<file path="config.mk">
export PLATFORM = sky130hd
export DESIGN_NAME = sram_arbiter
export DESIGN_NICKNAME = d
export VERILOG_FILES = /design/src/rtl/sram_arbiter_pkg.sv /design/src/rtl/sram_arbiter_rr_arb2.sv /design/src/rtl/sram_arbiter.sv
export SDC_FILE = /design/constraint.sdc
export NUM_CORES = 1
export LEC_CHECK = 0
export CORE_AREA = 2 2 97 99
export DETAILED_ROUTE_END_ITERATION = 10
export DIE_AREA = 0 0 99 101
export HOLD_SLACK_MARGIN = 0.12
export SLEW_MARGIN = 20
export SYNTH_ARGS = -nofsm -noshare
export SYNTH_HDL_FRONTEND = slang
export SYNTH_SLANG_ARGS = --single-unit
</file>
<file path="constraint.sdc">
create_clock -name clk -period 4 [get_ports clk]
set_clock_uncertainty 0.15 [all_clocks]
set_input_delay 0.8 -clock clk [delete_from_list [all_inputs] [get_ports clk]]
set_output_delay 0.8 -clock clk [all_outputs]
set_load 0.01 [all_outputs]
</file>
<file path="src/rtl/sram_arbiter_pkg.sv">
// sram_arbiter_pkg
//   Shared definitions for the two-requester SRAM arbiter. It holds the
//   arbiter state encoding and the requester index constants.
//   Ports: none (package).
package sram_arbiter_pkg;

    typedef enum logic {
        IDLE = 1'b0,   // no response outstanding
        RESP = 1'b1    // one response outstanding; owner/type valid
    } state_t;

    localparam logic REQ_M0 = 1'b0;
    localparam logic REQ_M1 = 1'b1;

endpackage

</file>
<file path="src/rtl/sram_arbiter_rr_arb2.sv">
// rr_arb2
//   Two-way round-robin selector. A lone request wins outright. When both
//   requests are present, the requester that did not win last time is chosen.
//   Ports:
//     valid[1:0]  in   request lines (bit N = requester N)
//     last_grant  in   index of the most recently accepted requester
//     grant[1:0]  out  one-hot grant, all zero when nothing is requesting
module rr_arb2
    import sram_arbiter_pkg::*;
(
    input  logic [1:0] valid,
    input  logic       last_grant,
    output logic [1:0] grant
);

    always_comb begin
        // NOTE: every path assigns grant, and the default comes first, so no latch is inferred.
        grant = 2'b00;
        case (valid)
            2'b01:   grant = 2'b01;
            2'b10:   grant = 2'b10;
            2'b11:   grant = (last_grant == REQ_M0) ? 2'b10 : 2'b01;
            default: grant = 2'b00;
        endcase
    end

endmodule

</file>
<file path="src/rtl/sram_arbiter.sv">
// sram_arbiter
//   Shares one external single-port SRAM between two requesters. At most one
//   response is outstanding. A new request can issue in the same cycle that
//   the outstanding response is taken, so back-to-back traffic reaches one
//   request per clock.
//   Ports:
//     clk, rst_n                 clock, asynchronous active-low reset
//     mN_req_valid/ready         request handshake, requester N (N=0,1)
//     mN_req_we/addr/wdata/mask  request payload
//     mN_rsp_valid/ready         response handshake
//     mN_rsp_rdata               read data (0 for writes and for non-owners)
//     sram_cs/we/addr/data_in/mask  SRAM command, driven only in accept cycles
//     sram_data_out              registered SRAM read data (1-cycle latency)
module sram_arbiter
    import sram_arbiter_pkg::*;
#(
    parameter int ADDR_WIDTH = 10,
    parameter int DATA_WIDTH = 32,
    parameter int MASK_WIDTH = 4
) (
    input  logic                  clk,
    input  logic                  rst_n,

    input  logic                  m0_req_valid,
    output logic                  m0_req_ready,
    input  logic                  m0_req_we,
    input  logic [ADDR_WIDTH-1:0] m0_req_addr,
    input  logic [DATA_WIDTH-1:0] m0_req_wdata,
    input  logic [MASK_WIDTH-1:0] m0_req_mask,
    output logic                  m0_rsp_valid,
    input  logic                  m0_rsp_ready,
    output logic [DATA_WIDTH-1:0] m0_rsp_rdata,

    input  logic                  m1_req_valid,
    output logic                  m1_req_ready,
    input  logic                  m1_req_we,
    input  logic [ADDR_WIDTH-1:0] m1_req_addr,
    input  logic [DATA_WIDTH-1:0] m1_req_wdata,
    input  logic [MASK_WIDTH-1:0] m1_req_mask,
    output logic                  m1_rsp_valid,
    input  logic                  m1_rsp_ready,
    output logic [DATA_WIDTH-1:0] m1_rsp_rdata,

    output logic                  sram_cs,
    output logic                  sram_we,
    output logic [ADDR_WIDTH-1:0] sram_addr,
    output logic [DATA_WIDTH-1:0] sram_data_in,
    output logic [MASK_WIDTH-1:0] sram_mask,
    input  logic [DATA_WIDTH-1:0] sram_data_out
);

    state_t state, state_nxt;
    logic   owner, owner_nxt;            // requester that owns the outstanding response
    logic   rtype, rtype_nxt;            // 1 = outstanding response is for a write
    logic   last_grant, last_grant_nxt;

    logic [1:0] grant;
    logic       owner_rsp_ready;
    logic       handshake;
    logic       can_accept;
    logic       accept;
    logic       sel;
    logic       sel_we;

    rr_arb2 u_rr_arb2 (
        .valid      ({m1_req_valid, m0_req_valid}),
        .last_grant (last_grant),
        .grant      (grant)
    );

    always_ff @(posedge clk or negedge rst_n) begin
        if (!rst_n) begin
            state      <= IDLE;
            owner      <= REQ_M0;
            rtype      <= 1'b0;
            last_grant <= REQ_M1;   // so m0 wins the first conflict
        end else begin
            // NOTE: state registers use non-blocking assignments so that every register samples pre-edge values.
            state      <= state_nxt;
            owner      <= owner_nxt;
            rtype      <= rtype_nxt;
            last_grant <= last_grant_nxt;
        end
    end

    always_comb begin
        state_nxt      = state;
        owner_nxt      = owner;
        rtype_nxt      = rtype;
        last_grant_nxt = last_grant;

        // rsp_valid of the owner is always 1 in RESP, so its rsp_ready alone
        // completes the handshake.
        owner_rsp_ready = (owner == REQ_M1) ? m1_rsp_ready : m0_rsp_ready;
        handshake       = (state == RESP) && owner_rsp_ready;

        // rst_n gates acceptance so that no ready or SRAM select leaks out
        // while reset is held, even though the state already reads IDLE.
        can_accept = rst_n && ((state == IDLE) || handshake);

        m0_req_ready = grant[0] && can_accept;
        m1_req_ready = grant[1] && can_accept;
        accept       = m0_req_ready || m1_req_ready;

        sel    = grant[1] ? REQ_M1 : REQ_M0;
        sel_we = (sel == REQ_M1) ? m1_req_we : m0_req_we;

        sram_cs      = accept;
        sram_we      = accept && sel_we;
        sram_addr    = (sel == REQ_M1) ? m1_req_addr  : m0_req_addr;
        sram_data_in = (sel == REQ_M1) ? m1_req_wdata : m0_req_wdata;
        sram_mask    = '0;
        if (accept && sel_we) begin
            sram_mask = (sel == REQ_M1) ? m1_req_mask : m0_req_mask;
        end

        m0_rsp_valid = (state == RESP) && (owner == REQ_M0);
        m1_rsp_valid = (state == RESP) && (owner == REQ_M1);
        m0_rsp_rdata = (m0_rsp_valid && !rtype) ? sram_data_out : '0;
        m1_rsp_rdata = (m1_rsp_valid && !rtype) ? sram_data_out : '0;

        if (accept) begin
            state_nxt      = RESP;
            owner_nxt      = sel;
            rtype_nxt      = sel_we;
            last_grant_nxt = sel;
        end else if (handshake) begin
            state_nxt = IDLE;
        end
    end

endmodule

</file>
==> results of run 1 <==
final cells by class:
type                    instances  area [um2]
inverters                       2       7.507
fillers                       891        4898
multi-input cells             138        1249
well taps                     111       138.9
repair buffers                254        2537
clock buffers                   4       45.04
flip-flops and latches          4       101.3
logic make-up (layout without fill, tap and decap cells):
kind of cell,count (synthesis),after routing,synth area share [%]
AO/OA/AOI/OAI,12,12,6.815
flip-flops,4,4,6.900
buffers and inverters,14,260,8.603
multiplexers,46,46,44.46
AND/OR/NAND/NOR,80,80,33.22
metal layers:
| layer | track usage (%) | vias to the layer above |
|---|---|---|
| met5 | 0 | - |
| met2 | 28.59 | 150 |
| met1 | 17.84 | 967 |
| met3 | 6.103 | 8 |
| li1 | - | 1024 |
| met4 | 3.372 | 0 |
stage by stage:
step	cell area (um2)	setup WS (ps)	std cells	power, W
after global placement	4034	281.9	509	0.0008968
final	4079	254.4	513	0.0009859
after floorplan	1469	1421	156	0.0004481
after global routing	4079	207.8	513	0.001052
after CTS	4079	258.6	513	0.001000
after detailed placement	4034	256.5	509	0.0008993
flip-flops by register name (all words and copies together), names as in the netlist:
signal and count:
last_grant 1, rtype 1, owner 1, state 1
synth_stat cells, drive strengths merged (3+ instances only):
| cell type | number |
|---|---|
| nor3 | 5 |
| dfrtp | 3 |
| clkbuf | 7 |
| nor2 | 3 |
| mux2 | 43 |
| a32oi | 4 |
| and2 | 65 |
| mux2i | 3 |
| nand2 | 4 |
| o21ai | 3 |
| buf | 5 |
power groups by stage:
stage               logic (W)  clock network (W)  registers (W)
finish               0.000815          0.0000923      0.0000782
floorplan            0.000383                  0      0.0000655
global route         0.000869           0.000102      0.0000815
detailed placement   0.000821                  0      0.0000788
global placement     0.000819                  0      0.0000778
CTS                  0.000827          0.0000946      0.0000784
path summary, 6_finish.rpt:
kind / startpoint / endpoint / slack [ps] / cells after the start
max: m1_req_valid / sram_addr[9] / 250 / 5
max reg2reg: last_grant$_DFFE_PN1P_ / rtype$_DFFE_PN0P_ / 2490 / 3
min reg2reg: last_grant$_DFFE_PN1P_ / last_grant$_DFFE_PN1P_ / 400 / 1
max in group asynchronous: rst_n / last_grant$_DFFE_PN1P_ / 2750 / 2
min in group asynchronous: rst_n / rtype$_DFFE_PN0P_ / 740 / 2
min: last_grant$_DFFE_PN1P_ / last_grant$_DFFE_PN1P_ / 400 / 1
critical path, delay by kind of cell:
family                 cells  cell delay, ps
AO/OA/AOI/OAI              1             260
buffers and inverters      3            1320
multiplexers               1             370
==> results.cfg, run 1 <==
[status]
outcome = complete, no violations

[worst_setup_path]
cp_slowest_stage_delay_ps = 540
cp_slowest_cell = clkdlybuf4s50_1
cp-end-kind = primary output
path_class = in2out
start_kind = input port
crit_required_ps = 3050
worstPathCellList = clkdlybuf4s50_1 > a21boi_4 > buf_12 > mux2_2 > clkdlybuf4s50_1
worstPathArrival_ps = 2800
cpMostUsedCell = clkdlybuf4s50_1
cp_max_fo = 40

[cts]
clk_latency_ps = 220
clockBufferDepth = 2
clkSinkCount = 4
cts_setup_buffers = 0
tritoncts = built
cts-resized-gates = 0
hold_buffers = 0
h-tree-depth = 1
root_buffer = clkbuf_8
clk_pin_slew_ps = 30
numCtsBuffers = 3

[logic_synthesis]
yosys_warnings = 0
syn_nets = 288
synthCells = 156
netlist.top_cell.by_area = mux2_4
ys_ff_latch = 4
netlist_area_um2 = 1469
synth_edf_count = 0
synthArstFlopShare_pct = 100.0
synth.area.top_cells = mux2_4 (38%), and2_1 (28%), buf_12 (5.5%)
synth_area_per_cell_um2 = 9.416
synth_top_area_share_pct = 37.82
synth-seq-area-share_pct = 6.899
synth_cell_types = 24
synthFlopType = dfrtp_1

[floorplanning]
die-area_um2 = 9999
io_pins = 248
start_util_pct = 16.36
core_area_um2 = 8977
die_w_um = 99
fp-row-count = 35
die_h_um = 101

[route]
drtIter0Drc = 12
vias_per_cell = 4.189
ant_nets = 0
drc_errors = 0
avgRoutedWirePerCell_um = 16.86
dr_total_vias = 2149
drt-met1-wl_um = 3384
met2_length_um = 4151
top_layer = met4
wirelength_um = 8651
wl_met3_um = 1017
drt-pass1-iter-count = 3

[place]
hpwl_um = 7306
io_buffer_count = 247
place_congestion = 0.7526

[power_and_ir_drop]
switching_share_pct = 35.12
p_clk_share_pct = 9.4
power_density_nw_per_um2 = 241.7
combPwrFrac_pct = 82.7
pwr-share-seq_pct = 7.9
internal_power_w = 0.0006397
p_sw_w = 0.0003462
peakVddDrop_mv = 0.1292
p_leak_nw = 1.628

[timing]
timing.hold.ws_ps = 399.4
fmax_ghz = 0.2670
min_period_ps = 3746
rsz0062_at_grt = no
tightest_slew_ps = 506.2
period_share_pct = 93.64
setup_viol = 0
drv_slew = 0
hold_viol = 0
relSlewSlack_pct = 65.29
fin_tns_setup_ps = 0

[final_layout]
antenna_cells = 0
synthToLayoutAreaGrowth_pct = 177.7
final_cell_mix = clkdlybuf4s50_1 (247), and2_1 (65), mux2_4 (37)
layout.nets = 535
fin_util_pct = 45.44
final_layout_size_suffix_gt1_share_pct = 14.18
final_common_cell = clkdlybuf4s50_1

[grt]
grt_first_pass_wirelength_um = 12430
grt_max_degree = 41
grt.total_usage_pct = 15.90
gr-total-overflow = 0
antenna_found_initial = 0
grt_pass1_vias = 2306

[hold_path]
hp-class = reg2reg

[run]
cap_violations = 0
Power figures use the tool's default switching activity.
==> inputs of run 2 (changes only) <==
--- a/config.mk
+++ b/config.mk
@@ -5,10 +5,13 @@
 export SDC_FILE = /design/constraint.sdc
 export NUM_CORES = 1
 export LEC_CHECK = 0
-export CORE_AREA = 2 2 97 99
+export CORE_AREA = 2 2 95 97
+export CTS_CLUSTER_DIAMETER = 200
 export DETAILED_ROUTE_END_ITERATION = 10
-export DIE_AREA = 0 0 99 101
+export DIE_AREA = 0 0 97 99
 export HOLD_SLACK_MARGIN = 0.12
+export MAX_ROUTING_LAYER = met4
+export PLACE_DENSITY = 0.67
 export SLEW_MARGIN = 20
 export SYNTH_ARGS = -nofsm -noshare
 export SYNTH_HDL_FRONTEND = slang
==> constraint.sdc (replaced) <==
create_clock -name clk -period 3.65 [get_ports clk]
set_clock_uncertainty 0.15 [all_clocks]
set_input_delay 0.73 -clock clk [delete_from_list [all_inputs] [get_ports clk]]
set_output_delay 0.73 -clock clk [all_outputs]
set_load 0.01 [all_outputs]
==> results.cfg, run 2 (synthesis results as in run 1) <==
[status]
outcome = complete, no violations

[route]
top_layer = met4
drc_errors = 0
drtIter0Drc = 16
ant_nets = 0
drt-pass1-iter-count = 4
wirelength_um = 8822
met2_length_um = 4400
wl_met3_um = 824
drt-met1-wl_um = 3519
dr_total_vias = 2179
vias_per_cell = 4.248
avgRoutedWirePerCell_um = 17.20

[floorplanning]
start_util_pct = 17.18
core_area_um2 = 8551
die_w_um = 97
io_pins = 248
fp-row-count = 34
die_h_um = 99
die-area_um2 = 9603

[grt]
grt_first_pass_wirelength_um = 12990
antenna_found_initial = 0
grt.total_usage_pct = 17.52
grt_pass1_vias = 2332
grt_max_degree = 33
gr-total-overflow = 0

[timing]
drv_slew = 0
period_share_pct = 95.76
hold_viol = 0
fin_tns_setup_ps = 0
tightest_slew_ps = 297.9
rsz0062_at_grt = no
fmax_ghz = 0.2861
min_period_ps = 3495
relSlewSlack_pct = 80.14
setup_viol = 0

[worst_setup_path]
cp-end-kind = primary output
cp_max_fo = 6
cp_slowest_stage_delay_ps = 580
start_kind = input port
worstPathArrival_ps = 2620
crit_family = buffers and inverters
crit_buf_inv = 4
cp_slowest_cell = clkdlybuf4s50_1
crit_required_ps = 2770
worstPathCellList = clkdlybuf4s50_1 > a21boi_4 > buf_4 > mux2i_1 > buf_4 > nor3_1 > clkdlybuf4s50_1
path_class = in2out

[cts]
root_buffer = clkbuf_8
clk_pin_slew_ps = 30
clkSinkCount = 4
h-tree-depth = 1
cts-resized-gates = 0
hold_buffers = 0
clk_latency_ps = 220
cts_setup_buffers = 0
numCtsBuffers = 3
clockBufferDepth = 2
tritoncts = built

[run]
cap_violations = 0

[power_and_ir_drop]
p_leak_nw = 1.643
peakVddDrop_mv = 0.1441
power_density_nw_per_um2 = 264.5

[final_layout]
layout.nets = 538
fin_util_pct = 47.92
final_layout_size_suffix_gt1_share_pct = 14.81
antenna_cells = 0
final_cell_mix = clkdlybuf4s50_1 (247), and2_1 (65), mux2_4 (37)
final_common_cell = clkdlybuf4s50_1
synthToLayoutAreaGrowth_pct = 179.0
fillerInstances = 829

[place]
hpwl_um = 7374
io_buffer_count = 247
place_congestion = 0.8388

[hold_path]
hp-class = reg2reg
[run 2: final cells by class]
cell class	count	area, um2	share of cell area (%)
Tap cell	108	135.1	3.298
Timing Repair Buffer	257	2560	62.47
Multi-Input combinational cell	138	1249	30.47
Clock buffer	4	45.04	1.099
Sequential cell	4	101.3	2.473
Inverter	2	7.507	0.1832
[run 2: path summary, 6_finish.rpt]
check | start | end | slack (ps) | cells past startpoint
setup / recovery | m1_req_valid | sram_mask[0] | 150 | 7
hold / removal | last_grant$_DFFE_PN1P_ | last_grant$_DFFE_PN1P_ | 400 | 1
setup reg to reg | owner$_DFFE_PN0P_ | rtype$_DFFE_PN0P_ | 2100 | 4
hold reg to reg | last_grant$_DFFE_PN1P_ | last_grant$_DFFE_PN1P_ | 400 | 1
max in group asynchronous | rst_n | last_grant$_DFFE_PN1P_ | 2470 | 2
min in group asynchronous | rst_n | state$_DFFE_PN0P_ | 670 | 2
[run 2: power by group]
group          leakage [nW]  internal, W  total [W]  switching [W]
logic                  1.57     0.000569   0.000900       0.000332
registers            0.0452    0.0000620  0.0000847      0.0000226
clock network        0.0228    0.0000747  0.0000991      0.0000244
[run 2: metal layers]
| metal | GRT usage (%) | vias to the layer above |
|---|---|---|
| met5 | - | - |
| met4 | 3.250 | 0 |
| met3 | 5.319 | 6 |
| met2 | 30.93 | 148 |
| met1 | 19.77 | 997 |
| li1 | - | 1028 |
[run 2: worst reg2reg max path: cells and delay by family, from the launching register on]
family | cells | cell delay, ps
buffers and inverters | 1 | 180
AO/OA/AOI/OAI | 1 | 290
multiplexers | 2 | 350
flip-flops | 1 | 500
[run 2: through the flow]
step	setup WS (ps)	cell area, um2	total power (W)	hold WS (ps)	std cells
after global placement	131.7	4053	0.0009884	388.1	509
after floorplan	1211	1469	0.0004910	284.4	156
after CTS	136.7	4098	0.001102	398.3	513
after detailed placement	147.9	4053	0.0009903	394.1	509
final	154.7	4098	0.001084	395.6	513
after global routing	7.939	4098	0.001148	423.7	513
==> inputs of run 3 (changes only) <==
--- a/config.mk
+++ b/config.mk
@@ -12,6 +12,7 @@
 export HOLD_SLACK_MARGIN = 0.12
 export MAX_ROUTING_LAYER = met4
 export PLACE_DENSITY = 0.67
+export SKIP_CTS_REPAIR_TIMING = 1
 export SLEW_MARGIN = 20
 export SYNTH_ARGS = -nofsm -noshare
 export SYNTH_HDL_FRONTEND = slang
==> results of run 3 <==
Same layout as run 2: the final DEF is identical, and so are final timing and power.
==> RTL edit: new RTL, settings of run 3 <==
Set the parameter `ADDR_WIDTH` to 8 (it was 10).
--- a/src/rtl/sram_arbiter.sv
+++ b/src/rtl/sram_arbiter.sv
@@ -14,7 +14,7 @@
 module sram_arbiter
     import sram_arbiter_pkg::*;
 #(
-    parameter int ADDR_WIDTH = 10,
+    parameter int ADDR_WIDTH = 8,
     parameter int DATA_WIDTH = 32,
     parameter int MASK_WIDTH = 4
 ) (
Interface: changed (resized m0_req_addr, m1_req_addr and sram_addr); port bits go from 248 to 242. The function was not compared with the original's and may differ.
==> RTL edit against run 3 <==
Final area down 1.2%; largest cell class unchanged; synthesized area decreased by 3.6%; wire length fell by 4.4%; register-to-register slack lost 0.03 ns; utilization down 0.56 points; setup slack got worse by 0.024 ns; sequential cell count unchanged; total power decreased by 0.43%.
==> RTL edit: results (changes against run 3) <==
cts_root_buf: "clkbuf_8"  # unchanged
synth_cell_types: 23  # was 24
yosys-top-cells-count: "and2_1 (65), mux2_4 (37), buf_6 (6), clkbuf_1 (6)"  # was and2_1 (65), mux2_4 (37), clkbuf_1 (6), mux2_2 (6)
nNetsFinal: 527  # was 538
dr.pass1.iters: 6  # was 4
path_clk_slew_ns: 0.03  # about the same
route.detailed.wl_per_inst_um: 16.7  # was 17.2 µm
ys_seq_area_share_pct: 7.16  # was 6.90%
drive_gt1_share_pct: 15.3  # was 14.8%
post-place-cells: 502  # was 509
io_buffers: 241  # was 247
drt_iter0_markers: 27  # was 16
vias: 2115  # was 2,179
gp_congestion: 0.902  # was 0.839
p_leak_nw: 1.62  # was 1.64 nW
ir_drop_mv: 0.108  # was 0.144 mV
grt_usage_pct: 17.0  # was 17.5%
grt_pass1_wl_mm: 12.6  # was 13.0 mm
post_drt_via_cell_ratio: 4.18  # was 4.25
cp.arrival_ns: 2.64  # was 2.62 ns
worst-path-max-fanout: 3  # was 6
insertion_delay_ns: 0.22  # about the same
synth_area_leaders: "mux2_4 (39%), and2_1 (29%), dfrtp_1 (5.3%), buf_6 (4.8%), mux2_2 (3.2%)"  # was mux2_4 (38%), and2_1 (28%), buf_12 (5.5%), dfrtp_1 (5.1%), mux2_2 (4.6%)
synthesis.nets: 282  # was 288
dp_hpwl_mm: 7.08  # was 7.37 mm
dpl_cell_area_um2: 4000  # was 4050 µm²
synthFlopType: "dfrtp_1"  # unchanged
antenna_found_initial: 0  # unchanged
syn_area_per_cell_um2: 9.20  # was 9.42 µm²
numCtsBuffers: 3  # unchanged
n_fill_cell: 798  # was 829
switching_power_w: 0.000376  # was 0.000379 W
grt_pass1_vias: 2309  # was 2,332
worstMarginPinSlew_ns: 0.382  # was 0.298 ns
status: "finished, final reports clean"  # unchanged
==> RTL edit: layout make-up <==
class	instances	share of cell area [%]
clock buffer	4	1.11
inverter	2	0.185
multi-input combinational	136	30.3
sequential	4	2.50
tap	108	3.34
timing repair buffer	252	62.5
==> RTL edit: worst paths after layout <==
check	slack, ns	depth (start not counted)	startpoint	to
max	0.13	7	m0_req_valid	sram_we
min	0.40	1	last_grant	last_grant
max reg2reg	2.07	3	owner	owner
min reg2reg	0.40	1	last_grant	last_grant
max in group asynchronous	2.48	2	rst_n	last_grant
min in group asynchronous	0.65	2	rst_n	state
==> RTL edit: per-layer routing <==
metal	wire length (µm)	GRT usage, %
met1	3350	19.0
met2	4200	31.3
met3	791	4.04
met4	89	2.93
met5	0	-
==> RTL edit: kinds of logic after synthesis <==
group	after synthesis	share of synthesized area, %
DFF	4	7.16
AOI/OAI and AO/OA	12	6.54
muxes	44	45.4
and+or+nand+nor	80	34.0
buffers and inverters	14	6.89
==> RTL edit: critical path, stage by stage <==
cell	delay (ns)
clkdlybuf4s50_1	0.60
buf_4	0.17
o21ai_0	0.14
a21oi_2	0.18
buf_4	0.14
nor2b_1	0.12
clkdlybuf4s50_1	0.57
==> RTL edit: power by group through the flow <==
stage	registers, W	clock network (W)	logic [W]
6_report	0.0000839	0.000102	0.000893
5_1_grt	0.0000865	0.000107	0.000950
4_1_cts	0.0000844	0.000105	0.000905
3_5_place_dp	0.0000843	0	0.000899
3_3_place_gp	0.0000844	0	0.000899
2_1_floorplan	0.0000713	0	0.000400
==> RTL edit: stage by stage <==
| stage | utilization (%) | hold WS (ns) | setup slack [ns] |
|---|---|---|---|
| 2_1_floorplan | - | 0.284 | 1.25 |
| 3_3_place_gp | 46.8 | 0.397 | 0.0523 |
| 3_5_place_dp | 46.8 | 0.404 | 0.0664 |
| 4_1_cts | 47.3 | 0.409 | 0.0493 |
| 5_1_grt | 47.4 | 0.414 | 0.0304 |
| 6_report | 47.4 | 0.401 | 0.130 |
